<file path="src/rtl/dffe_share_arb.sv">
// Round-robin owner of one shared enabled storage cell, with a bounded hold
// so a busy requester cannot lock the others out.

module dffe_share_arb_lane #(
  parameter int WIDTH = 1
) (
  input  logic             i_gnt,
  input  logic             i_req,
  input  logic [WIDTH-1:0] i_wdata,
  output logic             o_wr,
  output logic [WIDTH-1:0] o_data
);
  assign o_wr   = i_gnt & i_req;
  assign o_data = o_wr ? i_wdata : '0;
endmodule

module dffe_share_arb #(
  parameter int NREQ     = 4,
  parameter int WIDTH    = 1,
  parameter int MAX_HOLD = 3
) (
  input  logic                    clk,
  input  logic                    rst,
  input  logic [NREQ-1:0]         req,
  input  logic [NREQ*WIDTH-1:0]   wdata,
  output logic [NREQ-1:0]         gnt,
  output logic                    stor_en,
  output logic [WIDTH-1:0]        stor_din,
  output logic [$clog2(NREQ)-1:0] owner,
  output logic                    busy
);
  localparam int IW = $clog2(NREQ);
  localparam int HW = $clog2(MAX_HOLD + 1);

  typedef enum logic {S_IDLE, S_OWN} state_t;

  state_t                      r_state, w_state_nxt;
  logic [NREQ-1:0]             r_gnt, w_gnt_nxt;
  logic [IW-1:0]               r_ptr, w_ptr_nxt;
  logic [HW-1:0]               r_hcnt, w_hcnt_nxt;
  logic [IW-1:0]               r_owner;
  logic [IW-1:0]               w_k, w_k_inc;
  logic [NREQ-1:0]             w_others;
  logic [NREQ-1:0]             w_wr;
  logic [NREQ-1:0][WIDTH-1:0]  w_ldata;
  logic [WIDTH-1:0]            w_din;

  // First set bit of m scanning p, p+1, ... modulo NREQ; zero if m is empty.
  function automatic logic [NREQ-1:0] f_scan(input logic [NREQ-1:0] m,
                                             input logic [IW-1:0]   p);
    logic [NREQ-1:0] g;
    logic [IW-1:0]   idx;
    g = '0;
    for (int j = NREQ - 1; j >= 0; j--) begin
      idx = IW'((int'(p) + j) % NREQ);
      if (m[idx]) begin
        g      = '0;
        g[idx] = 1'b1;
      end
    end
    return g;
  endfunction

  always_comb begin
    w_k = '0;
    for (int i = 0; i < NREQ; i++)
      if (r_gnt[i]) w_k = IW'(i);
  end

  assign w_k_inc  = (w_k == IW'(NREQ - 1)) ? '0 : w_k + 1'b1;
  assign w_others = req & ~r_gnt;

  always_comb begin
    w_state_nxt = r_state;
    w_gnt_nxt   = r_gnt;
    w_ptr_nxt   = r_ptr;
    w_hcnt_nxt  = r_hcnt;
    case (r_state)
      S_IDLE: begin
        if (|req) begin
          w_gnt_nxt   = f_scan(req, r_ptr);
          w_hcnt_nxt  = HW'(1);
          w_state_nxt = S_OWN;
        end
      end
      S_OWN: begin
        if (!(|(r_gnt & req))) begin
          // Owner let go: hand straight to the next waiter, or fall idle.
          w_ptr_nxt = w_k_inc;
          w_gnt_nxt = f_scan(req, w_k_inc);
          if (|req) begin
            w_hcnt_nxt = HW'(1);
          end else begin
            w_hcnt_nxt  = '0;
            w_state_nxt = S_IDLE;
          end
        end else if ((|w_others) && (r_hcnt == HW'(MAX_HOLD))) begin
          w_ptr_nxt  = w_k_inc;
          w_gnt_nxt  = f_scan(w_others, w_k_inc);
          w_hcnt_nxt = HW'(1);
        end else if (r_hcnt < HW'(MAX_HOLD)) begin
          w_hcnt_nxt = r_hcnt + 1'b1;
        end
      end
      default: begin
        w_state_nxt = S_IDLE;
        w_gnt_nxt   = '0;
      end
    endcase
  end

  always_ff @(posedge clk) begin
    if (rst) begin
      r_state <= S_IDLE;
      r_gnt   <= '0;
      r_ptr   <= '0;
      r_hcnt  <= '0;
      r_owner <= '0;
    end else begin
      r_state <= w_state_nxt;
      r_gnt   <= w_gnt_nxt;
      r_ptr   <= w_ptr_nxt;
      r_hcnt  <= w_hcnt_nxt;
      if (stor_en) r_owner <= w_k;
    end
  end

  genvar gi;
  generate
    for (gi = 0; gi < NREQ; gi++) begin : g_lane
      dffe_share_arb_lane #(.WIDTH(WIDTH)) u_lane (
        .i_gnt   (r_gnt[gi]),
        .i_req   (req[gi]),
        .i_wdata (wdata[gi*WIDTH +: WIDTH]),
        .o_wr    (w_wr[gi]),
        .o_data  (w_ldata[gi])
      );
    end
  endgenerate

  // Grant is one-hot, so OR-ing the masked lanes selects the owner's data.
  always_comb begin
    w_din = '0;
    for (int i = 0; i < NREQ; i++) w_din = w_din | w_ldata[i];
  end

  assign stor_en  = |w_wr;
  assign stor_din = w_din;
  assign gnt      = r_gnt;
  assign owner    = r_owner;
  assign busy     = |r_gnt;
endmodule

</file>
<file path="config.mk">
export PLATFORM = sky130hd
export DESIGN_NAME = dffe_share_arb
export DESIGN_NICKNAME = d
export VERILOG_FILES = /design/src/rtl/dffe_share_arb.sv
export SDC_FILE = /design/constraint.sdc
export NUM_CORES = 1
export LEC_CHECK = 0
export ABC_AREA = 1
export BUFFER_PORTS_ARGS = -buffer_cell sky130_fd_sc_hd__buf_2
export CORE_AREA = 2 2 61 63
export DETAILED_ROUTE_END_ITERATION = 6
export DIE_AREA = 0 0 63 65
export MAX_ROUTING_LAYER = met4
export PLACE_DENSITY = 0.65
export SLEW_MARGIN = 5
export SYNTH_ARGS = -nofsm -noshare
export SYNTH_HDL_FRONTEND = slang
export SYNTH_HIERARCHICAL = 1
export SYNTH_SLANG_ARGS = --single-unit
</file>
<file path="constraint.sdc">
create_clock -name clk -period 2.4 [get_ports clk]
set_input_delay 0.24 -clock clk [delete_from_list [all_inputs] [get_ports clk]]
set_output_delay 0.24 -clock clk [all_outputs]
set_load 0.02 [all_outputs]
</file>
# After elaboration in Yosys (flattened, before gate mapping)
# Index checks and enable logic that the tools add are counted.
[word_totals]
ff_bits = 11
inputBits = 10
output_inout_bits = 9
word_cells = 139
[classes]
addsub = 8
n_lt_le_gt_ge = 17
eq_ne = 6
muxes = 75
bitwise = 11
n_reduce_logical = 17
[ops]
columns = ["op", "n"]
rows = [
  ["4-bit 2-to-1 mux", 15],
  ["1-bit 2-to-1 mux", 28],
  ["1-bit binary-select mux with 2-bit select", 12],
  ["2-bit by 3-bit < comparator with 1-bit output (second input constant)", 8],
  ["4-bit OR reduction", 5],
  ["2-bit 2-to-1 mux", 9],
  ["1-bit demux with 2-bit select", 8],
  ["2-bit by 1-bit greater-or-equal comparator with 1-bit output (second input constant)", 8],
  ["1-bit logical AND", 9],
  ["2-bit by 1-bit adder with 2-bit output (second input constant)", 4],
  ["2-bit adder (second input constant)", 4],
  ["4-bit AND", 2],
  ["4-bit case mux with 2 select lines", 1],
  ["2-bit AND reduction", 3],
  ["1-bit AND", 4],
  ["2-bit == test (second input constant)", 2],
  ["4-bit by 2-bit != test with 1-bit output (second input constant)", 1],
  ["4-bit inverter", 1],
  ["2-bit case mux with 2 select lines", 1],
  ["3-bit by 2-bit != test with 1-bit output (second input constant)", 1],
  ["1-bit OR", 3],
  ["2-bit < comparator (second input constant)", 1],
  ["2-bit by 1-bit != test with 1-bit output (second input constant)", 1],
  ["2-bit != test (second input constant)", 1],
  ["2 further kinds", 2],
]

# Logic depth before layout (Yosys ltp)
[depth]
word_depth = 17
mapped_depth = 13

# Cells and area by module
# The synthesis kept the hierarchy.
[modules_own_cells]
columns = ["mod", "n_inst", "cells_each", "area_each_um2", "seq_area_each_um2"]
rows = [
  ["dffe_share_arb", 1, 214, 1268.7, 220.2],
  ["dffe_share_arb_lane", 4, 4, 17.5, 0.0],
]

# Worst setup path after synthesis
# Ideal clock, no wire load.
[synth_timing]
path_type = "reg2reg"
start = "register r_gnt[2] (netlist: gnt[2])"
end = "register r_gnt[3] (netlist: gnt[3])"
setup_time_ns = 0.066
t_arrival_ns = 1.729
t_required_ns = 2.334
slack_ns = 0.605
stages_incl_launch_ff = 13
n_path_buf = 0
synth_period_minus_slack_ns = 1.795
cell_sequence = "dfxtp_1 > inv_2 > nand2_2 > nand2_2 > ha_1 > inv_1 > nand3_1 > nand2_1 > o21ai_1 > nand3_1 > nand2_1 > nand2_1 > a21oi_2"
[synth_between]
elab_chain_len = 16
word_cells_on_any_way = 63
cone_classes = "4 x add/sub; 8 x order compare; 2 x eq/ne; 38 x mux; 3 x bitwise; 8 x reduce/logical"
[synth_lines]
columns = ["item", "line", "source"]
rows = [
  ["start: declaration", "38", "logic [NREQ-1:0] r_gnt, w_gnt_nxt;"],
  ["start signal: assignment", "121", "r_gnt <= w_gnt_nxt;"],
  ["2-bit 2-to-1 mux (*) (2 in series)", "67", "if (r_gnt[i]) w_k = IW'(i);"],
  ["net w_k[0]", "42", "logic [IW-1:0] w_k, w_k_inc;"],
  ["2-bit by 1-bit adder with 2-bit output or 2-bit == test (tied branches)", "70", "assign w_k_inc = (w_k == IW'(NREQ - 1)) ? '0 : w_k + 1'b1;"],
  ["2-bit 2-to-1 mux (*)", "70", ""],
  ["net w_k_inc[1]", "42", ""],
  ["2-bit adder", "55", "idx = IW'((int'(p) + j) % NREQ);"],
  ["2-bit by 3-bit < comparator with 1-bit output (not written as such) or 2-bit by 1-bit greater-or-equal comparator with 1-bit output (tied branches)", "58", "g[idx] = 1'b1;"],
  ["1-bit logical AND (not written as such)", "58", ""],
  ["1-bit 2-to-1 mux (not written as such)", "58", ""],
  ["1-bit demux with 2-bit select", "58", ""],
  ["4-bit 2-to-1 mux (4 in series)", "56", "if (m[idx]) begin"],
  ["4-bit 2-to-1 mux", "97", "end else if ((|w_others) && (r_hcnt == HW'(MAX_HOLD))) begin"],
  ["4-bit 2-to-1 mux (*)", "87", "if (!(|(r_gnt & req))) begin"],
  ["4-bit case mux with 2 select lines (*)", "78", "case (r_state)"],
]
# The timed path passes the listed nets; every way through them passes the cells marked *. The select of a mux whose other input is x is not followed.
# A chain may end at the register's enable or synchronous reset.

# Final worst setup path
[layout_timing]
start = "register r_ptr[0]"
end = "register r_gnt[0] (netlist: gnt[0])"
[layout_between]
elab_chain_len = 11
word_cells_on_any_way = 37
cone_classes = "3 x add/sub; 8 x order compare; 22 x mux; 4 x reduce/logical"
[layout_lines]
columns = ["item", "line", "source"]
rows = [
  ["start: declaration", "39", "logic [IW-1:0] r_ptr, w_ptr_nxt;"],
  ["start signal: assignment", "122", "r_ptr <= w_ptr_nxt;"],
  ["2-bit adder", "55", ""],
  ["2-bit by 3-bit < comparator with 1-bit output (not written as such) or 2-bit by 1-bit greater-or-equal comparator with 1-bit output (tied branches)", "58", ""],
  ["1-bit logical AND (not written as such)", "58", ""],
  ["1-bit 2-to-1 mux (not written as such)", "58", ""],
  ["1-bit demux with 2-bit select", "58", ""],
  ["4-bit 2-to-1 mux (3 in series)", "56", ""],
  ["4-bit 2-to-1 mux (*)", "56", ""],
  ["4-bit 2-to-1 mux (*)", "80", "if (|req) begin"],
  ["4-bit case mux with 2 select lines (*)", "78", ""],
]
# Every way passes the cells marked *; elsewhere a longest branch is shown, timed or not. The select of a mux whose other input is x is not followed.

==> flow_summary.ini <==
[outcome]
status = finished, final reports clean

[power]
powerDensity_nw_per_um2 = 1340
ir_drop_mv = 0.542
total_power_mw = 2.02
leakage_nw = 0.855

[setup_path]
end_kind = register
timing.rr.start = r_ptr[0]$_SDFFE_PP0P_
setup.worst_path.class = register to register
cp-start-kind = register
path_max_fanout = 11
critical_path.max_stage_delay_ns = 0.57
path_common_cell = nand2_1
arrival_ns = 2.25
regToRegSetupSlack_ns = 0.36
r2r_cells = 11
cp_cell_sequence = inv_2, ha_1, o211ai_1, nand2_2, nand2_1, inv_1, nand2_1, nand2_1, a21oi_1, nand2_1, a21oi_1
worstPathRequired_ns = 2.61
reg2reg_to = gnt[0]$_SDFFE_PP0P_
crit_slowest_cell = dfxtp_1

[placement]
dp.cells = 296
dpl.hpwl_mm = 2.74
placed_area_um2 = 1490
post-place-ws_ns = 0.430
portBuffers = 18
place.gp.congestion = 0.866

[timing]
hold_ws_ns = 0.209
setup_tns_ns = 0
setup_slack_ns = 0.356
worst_pin_slew_ns = 0.516
rsz0062_at_grt = no
skew_ns = 0.00916
setup_viol = 0
post-route-period-util = 0.852
finalCriticalPeriod_ns = 2.04
fmax_mhz = 489
relSlewSlack = 0.653
drv_slew = 0
hold_violations = 0

[routing]
first_pass_iters = 4
drc = 0
ant_nets = 0
via_count = 1441
via_per_inst = 4.80
routed_wl_mm = 3.28
wl_per_cell_um = 10.9
dr.first_iter.drc_count = 44

[clock_tree]
cts-root-buf = clkbuf_4
cts_hold_buf = 0
numCtsBuffers = 3
clock_path_buffers = 2
path_clk_slew_ns = 0.08
ctsResizeCount = 0
postCtsSetupBuffers = 0
tritoncts = built
htree_levels = 1
cts.sinks = 11
clk_latency_ns = 0.28

[layout]
finalNonFillerCells = 300
num_antenna_cells = 0
area_delta_synth_final_pct = 13.2
n_fill_cell = 411
final_cell_mix = nand2_1, inv_1, nand3_1
drive_gt1_frac = 0.183
finalInstanceArea_um2 = 1520
final_util = 0.433
final_nets = 276
final_common_cell = nand2_1

[global_routing]
antenna_found_initial = 0
overflow = 0
grt_pass1_vias = 1360
grt_pass1_wl_mm = 5.80
grtUsageTotal = 0.180
grt_max_degree = 12

[synthesis]
synth-async-reset-ratio = 0
synth_cell_types = 26
synth_edf_count = 0
syn_area_um2 = 1340
synthCells = 230
synth_seq_cells = 11
synth_nets = 253
ys_seq_area_frac = 0.164
synth_flop_cell = dfxtp_1
syn_avg_cell_area_um2 = 5.82
ys_warn_count = 6

[worst_hold_path]
min_to = r_hcnt[1]$_SDFFE_PP0P_
hold_class = input pin to register
hp-start = rst
holdPathStages = 2

[floorplanning]
core_um2 = 3500
dieArea_um2 = 4100
row_count = 22
io_pins = 19
die_h_um = 65
start_util = 0.383
die_w_um = 63

[job]
drv_cap = 0
[worst max-delay path by stage]
| stage | from | end | slack [ns] | depth (start not counted) |
|---|---|---|---|---|
| floorplan | gnt[2]$_SDFFE_PP0P_ | gnt[3]$_SDFFE_PP0P_ | 0.61 | 12 |
| CTS | r_ptr[0]$_SDFFE_PP0P_ | gnt[0]$_SDFFE_PP0P_ | 0.40 | 11 |
| global placement | r_ptr[0]$_SDFFE_PP0P_ | gnt[3]$_SDFFE_PP0P_ | 0.41 | 10 |
| finish | r_ptr[0]$_SDFFE_PP0P_ | gnt[0]$_SDFFE_PP0P_ | 0.36 | 11 |
| detailed placement | r_ptr[0]$_SDFFE_PP0P_ | gnt[3]$_SDFFE_PP0P_ | 0.43 | 10 |
| global route | r_ptr[0]$_SDFFE_PP0P_ | gnt[2]$_SDFFE_PP0P_ | 0.18 | 11 |
[critical path, delay by kind of cell, from the launching register on]
kind | cells | cell delay, ns
simple gates | 5 | 0.40
fa+ha+maj | 1 | 0.36
flops | 1 | 0.57
buf+inv | 2 | 0.20
compound gates | 3 | 0.44
[state kept, by name, indices dropped and copies added, names as in the netlist]
| register | count |
|---|---|
| r_ptr | 2 |
| r_state | 1 |
| owner | 2 |
| r_hcnt | 2 |
| gnt | 4 |
[cell type report]
class / instances / area, um^2 / share of cell area
Clock buffer: 4 / 26.3 / 0.0173
Inverter: 46 / 173 / 0.114
Multi-Input combinational cell: 173 / 946 / 0.624
Sequential cell: 11 / 220 / 0.145
Tap cell: 48 / 60.1 / 0.0396
Timing Repair Buffer: 18 / 90.1 / 0.0595
[cell families after synthesis]
logic type | synth area share
adders and majority gates | 0.121
buffers and inverters | 0.129
DFF | 0.164
AOI/OAI and AO/OA | 0.145
and+or+nand+nor | 0.440
[Yosys cell counts (2+ instances only)]
library cell / n / share of area
nand2_1: 65 / 0.18
inv_1: 41 / 0.11
nand3_1: 32 / 0.12
ha_1: 13 / 0.12
a21oi_1: 12 / 0.045
o21ai_0: 12 / 0.045
dfxtp_1: 11 / 0.16
nor2_2: 7 / 0.033
nand2_2: 6 / 0.028
inv_2: 5 / 0.014
nor2_1: 4 / 0.011
o21ai_1: 3 / 0.011
a21oi_2: 2 / 0.013
nand3_2: 2 / 0.015
nand3b_1: 2 / 0.011
nor3_1: 2 / 0.0075
nor4_1: 2 / 0.0093
[power by group]
group          total [mW]  internal (mW)  switching (mW)
sequential          0.351          0.247           0.104
combinational        1.54          0.524            1.02
clock               0.133         0.0645          0.0682
[layer usage]
layer  wire, um  vias up  track usage
li1           -      785            -
met4         14        0       0.0167
met2       1490       30        0.306
met5          0        -            -
met1       1650      624        0.230
met3        120        2       0.0365
No activity file was read; power rests on OpenSTA's default activity.
